--- src/rtl/uart_tx.sv ---
// rtl/uart_tx.sv - 8N1 LSB-first UART transmitter with valid/ready byte input
// Frame: one start bit (0), eight data bits, one stop bit (1); each bit lasts CLKS_PER_BIT clocks.
module uart_tx #(
    parameter int CLKS_PER_BIT = 16
) (
    input  logic       clk,
    input  logic       rst_n,
    input  logic [7:0] tx_data,
    input  logic       tx_valid,
    output logic       tx_ready,
    output logic       tx,
    output logic       busy
);

    localparam int BW = (CLKS_PER_BIT > 1) ? $clog2(CLKS_PER_BIT) : 1;
    localparam logic [BW-1:0] BAUD_MAX = BW'(CLKS_PER_BIT - 1);

    typedef enum logic [1:0] {
        IDLE  = 2'd0,
        START = 2'd1,
        DATA  = 2'd2,
        STOP  = 2'd3
    } state_t;

    state_t        state_q, state_d;
    logic [7:0]    shift_q, shift_d;
    logic [2:0]    bit_cnt_q, bit_cnt_d;
    logic [BW-1:0] baud_cnt_q, baud_cnt_d;
    logic          tx_q, tx_d;
    logic          baud_done;

    always_ff @(posedge clk or negedge rst_n) begin
        if (!rst_n) begin
            state_q    <= IDLE;
            shift_q    <= '0;
            bit_cnt_q  <= '0;
            baud_cnt_q <= '0;
            tx_q       <= 1'b1;
        end else begin
            state_q    <= state_d;
            shift_q    <= shift_d;
            bit_cnt_q  <= bit_cnt_d;
            baud_cnt_q <= baud_cnt_d;
            tx_q       <= tx_d;
        end
    end

    assign baud_done = (baud_cnt_q == '0);

    always_comb begin
        state_d    = state_q;
        shift_d    = shift_q;
        bit_cnt_d  = bit_cnt_q;
        baud_cnt_d = baud_cnt_q;
        case (state_q)
            IDLE: begin
                if (tx_valid) begin
                    state_d    = START;
                    shift_d    = tx_data;
                    bit_cnt_d  = '0;
                    baud_cnt_d = BAUD_MAX;
                end
            end
            START: begin
                if (baud_done) begin
                    state_d    = DATA;
                    baud_cnt_d = BAUD_MAX;
                end else begin
                    baud_cnt_d = baud_cnt_q - 1'b1;
                end
            end
            DATA: begin
                if (baud_done) begin
                    shift_d    = shift_q >> 1;
                    bit_cnt_d  = bit_cnt_q + 3'd1;
                    baud_cnt_d = BAUD_MAX;
                    if (bit_cnt_q == 3'd7) begin
                        state_d = STOP;
                    end
                end else begin
                    baud_cnt_d = baud_cnt_q - 1'b1;
                end
            end
            STOP: begin
                if (baud_done) begin
                    state_d = IDLE;
                end else begin
                    baud_cnt_d = baud_cnt_q - 1'b1;
                end
            end
            default: state_d = IDLE;
        endcase
    end

    // The line level is decoded from the next state so the pad sees a flop output with no extra latency.
    always_comb begin
        tx_d = 1'b1;
        case (state_d)
            START:   tx_d = 1'b0;
            DATA:    tx_d = shift_d[0];
            default: tx_d = 1'b1;
        endcase
        tx_ready = (state_q == IDLE);
        busy     = (state_q != IDLE);
    end

    assign tx = tx_q;

endmodule

--- config.mk ---
export PLATFORM = sky130hd
export DESIGN_NAME = uart_tx
export DESIGN_NICKNAME = d
export VERILOG_FILES = /design/src/rtl/uart_tx.sv
export SDC_FILE = /design/constraint.sdc
export NUM_CORES = 1
export LEC_CHECK = 0
export CAP_MARGIN = 20
export CORE_UTILIZATION = 50
export DETAILED_ROUTE_END_ITERATION = 10
export GPL_TIMING_DRIVEN = 0
export PLACE_DENSITY = 0.73
export SLEW_MARGIN = 25
export SYNTH_ARGS = -nofsm -noshare
export SYNTH_HDL_FRONTEND = slang
export SYNTH_SLANG_ARGS = --single-unit
--- constraint.sdc ---
create_clock -name clk -period 2.1 [get_ports clk]
set_input_delay 0.315 -clock clk [delete_from_list [all_inputs] [get_ports clk]]
set_output_delay 0.315 -clock clk [all_outputs]
set_load 0.01 [all_outputs]
* Word level (Yosys, flattened, before mapping)
Index checks and enable logic that the tools add are counted. W data, S select, Z words.
Word-level totals: flip-flop bits (word level) 18, input bits 11
Operators by class: add/sub/neg operators 2, equal/unequal tests 9, multiplexer cells 17, reduce and logical (&&, ||, !) cells 7
Operator list (number):
- $mux W8 | 2
- $pmux W8 S2 | 1
- $mux W4 | 3
- $pmux W4 S3 | 1
- $mux W2 | 5
- $pmux W2 S4 | 1
- $eq A2 B2 Y1 const B | 3
- $mux W3 | 2
- $ne A2 B2 Y1 const B | 3
- $pmux W3 S2 | 1
- $eq A2 B1 Y1 const B | 2
- $logic_not A4 Y1 | 1
- $reduce_bool A2 Y1 | 2
- $sub A4 B1 Y4 const B | 1
- $add A3 B1 Y3 const B | 1
- $eq A3 B3 Y1 const B | 1
- $reduce_and A3 Y1 | 1
- $logic_not A2 Y1 | 1
- $pmux W1 S2 | 1
- $reduce_and A2 Y1 | 1
- $reduce_or A2 Y1 | 1

* Depth between registers and ports, before layout
Gate-level depths: netlist (run 1).
word-level depth 6, gate-level depth with buffers 8, depth with buffers taken out 7

* Worst setup path after synthesis (run 1)
Ideal clock, no wire load.
path kind reg2reg, start point register baud_cnt_q[0], end point register tx_q, in the netlist tx, data arrival time 1.802 ns, data required time 2.023 ns, slack 0.221 ns, stages on the path, launching flop included 9, path through dfrtp_1 -> inv_1 -> ha_1 -> or3b_1 -> buf_6 -> a211oi_4 -> a2bb2oi_2 -> nand3_1 -> o21a_1
On the way: cells in the longest elaborated chain, start to end 5, elaborated cells between the ends (all ways) 10, classes of those cells eq/ne: 2; mux: 7; reduce/logical: 1
RTL lines:
- from (decl) | RTL line 28 | logic [BW-1:0] baud_cnt_q, baud_cnt_d;
- from (signal assigned) | RTL line 43 | baud_cnt_q <= baud_cnt_d;
- $logic_not A4 Y1 (*) | RTL line 48 | assign baud_done = (baud_cnt_q == '0);
- $mux W2, on equally long branches | RTL line 85, 65, 73
- $pmux W2 S4 | RTL line 55 | case (state_q)
- $eq A2 B2 Y1 or $eq A2 B1 Y1 (tied branches) | RTL line 98 | case (state_d)
- $pmux W1 S2 (*) | RTL line 98
- via tx_d | RTL line 29 | logic tx_q, tx_d;
- to (signal assigned) | RTL line 44 | tx_q <= tx_d;
- to (decl) | RTL line 29
The timed path passes the listed nets; every way through them passes the cells marked *. The select of a mux whose other input is x is not followed. A chain may end at the register's enable or synchronous reset.

* Worst setup path after layout (run 1)
start point register baud_cnt_q[1], end point register tx_q, in the netlist tx
Same word-level chain as after synthesis.

==> results of run 1 <==
==> registers in the layout, indices dropped and copies added, names as in the netlist <==
name and cells:
tx 1, shift_q 8, state_q 2, baud_cnt_q 4, bit_cnt_q 3
==> synth_stat cells <==
| master | instances | share of area |
|---|---|---|
| mux2i_1 | 1 | 0.0091 |
| nor3_2 | 1 | 0.0091 |
| nand3_1 | 4 | 0.018 |
| ha_1 | 7 | 0.079 |
| nor3b_2 | 1 | 0.011 |
| o22a_1 | 3 | 0.024 |
| a221o_1 | 1 | 0.0091 |
| nor3_1 | 1 | 0.0045 |
| a21oi_2 | 3 | 0.024 |
| clkbuf_1 | 4 | 0.014 |
| a2111oi_2 | 1 | 0.014 |
| o21ai_0 | 3 | 0.014 |
| a31oi_1 | 2 | 0.011 |
| a311oi_1 | 1 | 0.0079 |
| a2bb2oi_2 | 1 | 0.014 |
| o211ai_1 | 1 | 0.0068 |
| dfrtp_1 | 17 | 0.39 |
| a22oi_1 | 8 | 0.054 |
| or3b_1 | 1 | 0.0079 |
| and4_1 | 1 | 0.0079 |
| inv_1 | 9 | 0.031 |
| nand2_1 | 10 | 0.034 |
| a211oi_4 | 1 | 0.018 |
| nor2_1 | 11 | 0.037 |
| nor2b_1 | 3 | 0.017 |
| o21ai_1 | 1 | 0.0045 |
| o21a_1 | 3 | 0.020 |
| and2_0 | 1 | 0.0057 |
| buf_6 | 2 | 0.020 |
| and2_1 | 1 | 0.0057 |
| nand4_1 | 1 | 0.0057 |
| dfstp_2 | 1 | 0.024 |
| o22a_2 | 1 | 0.0091 |
| or2_2 | 1 | 0.0057 |
| a21oi_1 | 8 | 0.036 |
==> cell type report <==
cell class	instances	area share
Multi-Input combinational cell	83	0.4463
Sequential cell	18	0.3352
Timing Repair Buffer	16	0.1130
Buffer	6	0.02870
Clock buffer	4	0.02685
Inverter	9	0.02500
Tap cell	27	0.02500
==> cell families after synthesis <==
logic type / share of synthesized area
AO/OA/AOI/OAI: 0.2667
adder cells (fa/ha/maj): 0.07945
buffers and inverters: 0.06469
flip-flops: 0.4098
multiplexers: 0.009081
AND/OR/NAND/NOR: 0.1703
==> through the flow <==
stage               cell area (µm²)  instances    util  power [mW]  setup slack (ps)
floorplan                      1102        116       -       1.438             220.5
global placement               1266        156  0.6262       1.659             101.2
detailed placement             1266        156  0.6262       1.713             31.33
CTS                            1303        160  0.6442       1.929             1.242
global route                   1351        163  0.6683       2.199             1.949
finish                         1351        163  0.6683       2.027             92.26
==> timing repair <==
item                                    in CTS  in global routing
hold buffers                                 0                  0
endpoints found under the setup margin       0                 13
setup buffers                                0                  3
resized for setup                            0                 10
==> report_power, final <==
group          internal, mW  total (mW)  switching, mW  leakage (nW)
Clock                 0.106       0.212          0.106        0.0210
Combinational         0.577        1.18          0.601         0.338
Sequential            0.513       0.637          0.124         0.221
Total                  1.20        2.03          0.831         0.580
==> worst max-delay path: stages, from the launching register on <==
cell and delay, ps:
dfrtp_1 410, inv_2 80, ha_4 150, or3b_4 370, buf_6 150, a211oi_4 350
a2bb2oi_2 210, nand3_1 110, o21a_1 120
==> worst max path at each step <==
| stage | endpoint | slack (ps) | cells past startpoint |
|---|---|---|---|
| floorplan | tx$_DFF_PN1_ | 220 | 8 |
| global placement | tx$_DFF_PN1_ | 100 | 8 |
| detailed placement | tx$_DFF_PN1_ | 30 | 8 |
| CTS | tx$_DFF_PN1_ | 1 | 8 |
| global route | tx$_DFF_PN1_ | 2 | 8 |
| finish | tx$_DFF_PN1_ | 90 | 8 |
==> routing by layer <==
metal	GRT usage	vias up	wire (µm)	part of all wire
li1	-	451	-	-
met1	0.2705	436	1004	0.46
met2	0.3194	19	1063	0.49
met3	0.05607	2	81	0.037
met4	0.05882	0	13	0.0060
met5	0	-	0	0
==> metrics.yaml, run 1 <==
drtPass1Iterations: 5
start_kind: "flop"
die_x_um: 48.96
multi_input_area_um2: 603.1
grt_max_degree: 19
n_antenna_cell: 0
die_h_um: 48.96
mostFrequentLayoutCells: "16 x dfrtp_1, 13 x clkdlybuf4s50_1, 11 x nor2_1, 10 x nand2_1"
synth-seq-area-share: 0.4098
final_common_cell: "dfrtp_1"
leakagePower_nw: 0.5800
synth_area_um2: 1102
hp-class: "primary input to asynchronous set/reset pin"
power_density_nw_per_um2: 1500
via_per_inst: 5.571
first_global_vias: 850
drtAntennaViolNets: 0
drv_slew: 0
outcome: "finished, final reports clean"
core_area_um2: 2022
syn_nets: 134
finalCriticalPeriod_ps: 2008
path_max_fanout: 9
overflow: 0
ys_types: 35
cap_viol_max_count: 0
cp-end-kind: "flop"
arrival_ps: 2250
io_buffers: 13
fin_tns_setup_ps: 0
antenna_found_initial: 0
ff2ff_setup_slack_ps: 90
synth_area_per_cell_um2: 9.503
hpwl_um: 1579
r2r_cells: 8
fin_skew_ps: 0.7598
yosysWarningCount: 0
routabilityCongestion: 0.8341
die-area_um2: 2397
clock-sinks: 18
hold_viol: 0
setup_violations: 0
drive_gt1_frac: 0.1985
r2r_start: "baud_cnt_q[1]$_DFFE_PN0P_"
num_rows: 16
vias: 908
fmax_ghz: 0.4981
grt_setup_unrepaired: "no"
whs_ps: 472.4
drcViolationCount: 0
grt_pass1_wl_um: 3726
netlist_instances: 116
numCtsBuffers: 3
fill_cells: 158
clock_path_buffers: 2
worst_slew_pin_slew_ps: 796.5
clkTransAtPathRegs_ps: 100
wl_per_cell_um: 13.27
drt-initial-drc-count: 23
rr_endpoint: "tx$_DFF_PN1_"
regArea_um2: 452.9
finalNetCount: 155
fin_crit_sh: 0.9561
h-tree-depth: 1
clock_latency_ps: 290
io_pins: 14
grt_use_total: 0.2023
ir_worst_vdd_v: 0.0008576
tritoncts: "yes"
critPathRequiredTime_ps: 2340
slew_headroom: 0.4673
crit_path_start: "baud_cnt_q[1]$_DFFE_PN0P_"
syn2layout_area_growth_pct: 22.59
synth_seq_cells: 18
start_util: 0.5452
cts_root_buf: "clkbuf_4"
wirelength_um: 2163
worst-setup-path-type: "flop to flop"
No activity file was read; power rests on OpenSTA's default activity.
==> inputs of run 2 (changes only) <==
CORE_ASPECT_RATIO = 0.75   (was unset)
==> run 2 against run 1 <==
  * Cell area is 2.3% higher
  * Utilization increased by 0.63 points
  * Global-route usage is 2.7 points higher
  * Critical endpoint is now busy
  * Highest routed layer unchanged
==> metrics.yaml, run 2 (synthesis gave the netlist of run 1 again) <==
antenna_found_initial: 0  # unchanged
drt-initial-drc-count: 36  # +57%
cp-end-kind: "output port"
grt_max_degree: 19  # unchanged
drcViolationCount: 0  # unchanged
die_h_um: 42.67  # -13%
die-area_um2: 2398  # about the same
wirelength_um: 2520  # +17%
critPathMaxStageDelay_ps: 480  # +70 ps
fin_tns_setup_ps: 0  # unchanged
power_density_nw_per_um2: 1512  # +0.80%
leakagePower_nw: 0.6069  # +4.6%
fin_cells: 165  # +1.2%
reg_top3: "shift_q x8, baud_cnt_q x4, bit_cnt_q x3"
critPathTopFamily: "buffers and inverters"
grt_use_total: 0.2289  # +0.02661
path_depth: 4  # -4
finalInstanceArea_um2: 1383  # +2.3%
clkTransAtPathRegs_ps: 120  # +20 ps
routabilityCongestion: 0.7624  # -8.6%
fin_skew_ps: 13.56  # +12.80 ps
start_kind: "flop"
fin_crit_sh: 0.9429  # -0.01314
cp-endpoint: "busy"
clock_latency_ps: 310  # +20 ps
setup_violations: 0  # unchanged
via_per_inst: 5.933  # +6.5%
start_util: 0.5379  # -0.007322
crit_path_start: "state_q[1]$_DFF_PN0_"
drv_slew: 0  # unchanged
largest_register: "shift_q"
vias: 979  # +7.8%
overflow: 0  # unchanged
finalCriticalPeriod_ps: 1980  # -27.58 ps
worst-setup-path-type: "flop to output port"
hold_viol: 0  # unchanged
grt_pass1_wl_um: 4153  # +11%
ff2ff_setup_slack_ps: 140  # +50 ps
hpwl_um: 1814  # +15%
outcome: "finished, final reports clean"
arrival_ps: 1670  # -580 ps
combinationalPowerShare: 0.592  # +0.011
critPathRequiredTime_ps: 1780  # -560 ps
io_buffers: 13  # unchanged
n_antenna_cell: 0  # unchanged
drtPass1Iterations: 4  # -1
wl_per_cell_um: 15.27  # +15%
r2r_start: "baud_cnt_q[0]$_DFFE_PN0P_"
syn2layout_area_growth_pct: 25.43
rr_endpoint: "tx$_DFF_PN1_"
postPlaceCellArea_um2: 1262  # -0.30%
slew_headroom: 0.4544  # -0.01295
core_area_um2: 2049  # +1.4%
pwr-share-seq: 0.301  # -0.013
r2r_cells: 8  # unchanged
clock-sinks: 18  # unchanged
final_common_cell: "dfrtp_1"
largest_reg_flops: 8  # unchanged
hp-class: "primary input to asynchronous set/reset pin"
ir_worst_vdd_v: 0.001191  # +39%
cts_root_buf: "clkbuf_4"
first_global_vias: 929  # +9.3%
h-tree-depth: 1  # unchanged
tritoncts: "yes"
drive_gt1_frac: 0.1986  # about the same
power_switching_mw: 0.8757  # +5.4%
clock_path_buffers: 2  # unchanged
worst_slew_pin_slew_ps: 815.9  # +19.36 ps
dpl.cell_count: 153  # -1.9%
finalNetCount: 160  # +3.2%
timing.critical_path.buf_inv: 3  # +1
cap_viol_max_count: 0  # unchanged
crit_slowest_cell: "clkdlybuf4s50_1"
power_frac_clock: 0.107  # +0.003
worstPathCellList: "inv_1 > ha_2 > inv_1 > clkdlybuf4s50_1"
switching_share: 0.4189  # +0.009094
grt_setup_unrepaired: "no"
numCtsBuffers: 3  # unchanged
drtAntennaViolNets: 0  # unchanged
fmax_ghz: 0.5050  # +1.4%
internal_power_mw: 1.215  # +1.5%
die_x_um: 56.22  # +15%
cpMostUsedCell: "inv_1"
num_rows: 14  # -2
path_max_fanout: 7  # -2
io_pins: 14  # unchanged
whs_ps: 462.0  # -10.45 ps
mostFrequentLayoutCells: "17 x dfrtp_1, 13 x clkdlybuf4s50_1, 11 x nor2_1, 10 x nand2_1, 9 x inv_1"
run 2: cell count changes in the layout (fill, tap and decap cells not counted):
cell      change
clkbuf_1      +1
dfrtp_2       -1
clkbuf_2      -1
inv_2         -2
buf_4         +5
dfrtp_1       +1
inv_1         +2
run 2: how the worst min path moves through the flow:
stage | to | cells after the start | startpoint
after floorplan | baud_cnt_q[0]$_DFFE_PN0P_ | 0 | rst_n
after global placement | shift_q[0]$_DFF_PN0_ | 2 | shift_q[1]$_DFFE_PN0P_
after detailed placement | shift_q[6]$_DFFE_PN0P_ | 2 | shift_q[6]$_DFFE_PN0P_
after CTS | bit_cnt_q[2]$_DFFE_PN0P_ | 1 | rst_n
after global routing | bit_cnt_q[2]$_DFFE_PN0P_ | 1 | rst_n
final | bit_cnt_q[2]$_DFFE_PN0P_ | 1 | rst_n
run 2: metal layers:
layer  wire [µm]  track usage  vias up
li1            -            -      461
met2        1197       0.3833       30
met4          29      0.07317        0
met1        1172       0.2894      484
met3         121      0.06402        4
met5           0            0        -
run 2: worst reg2reg max path: cells and delay by family (launching register included):
family | cells | cell delay, ps
AO/OA/AOI/OAI | 3 | 620
AND/OR/NAND/NOR | 2 | 470
flip-flops | 1 | 410
buffers and inverters | 2 | 250
adder cells (fa/ha/maj) | 1 | 160
run 2: through the flow:
| step | util | power (mW) | worst slack [ps] |
|---|---|---|---|
| floorplan | - | 1.438 | 220.5 |
| global placement | 0.6160 | 1.663 | 79.67 |
| detailed placement | 0.6160 | 1.736 | 33.77 |
| CTS | 0.6374 | 1.972 | 10.66 |
| global route | 0.6746 | 2.247 | 10.57 |
| finish | 0.6746 | 2.090 | 119.8 |
run 2: final cells by class:
type                            instances  area, µm²
Buffer                                  6      37.54
Clock buffer                            4      36.28
Fill cell                             165      666.9
Inverter                                9      33.78
Multi-Input combinational cell         83      603.1
Sequential cell                        18      451.7
Tap cell                               24      30.03
Timing Repair Buffer                   21      190.2
run 2: what timing repair did:
action | 4_1_cts | 5_1_grt
setup buffers | 1 | 7
endpoints found under the setup margin | 1 | 12
resized for setup | 0 | 5
pin swaps | 0 | 2
hold buffers | 0 | 0
run 2: power groups by stage:
stage,clock network [mW],registers (mW),logic [mW]
3_3_place_gp,0,0.620,1.04
4_1_cts,0.227,0.619,1.13
6_report,0.223,0.630,1.24
5_1_grt,0.244,0.647,1.36
3_5_place_dp,0,0.638,1.10
2_1_floorplan,0,0.610,0.827
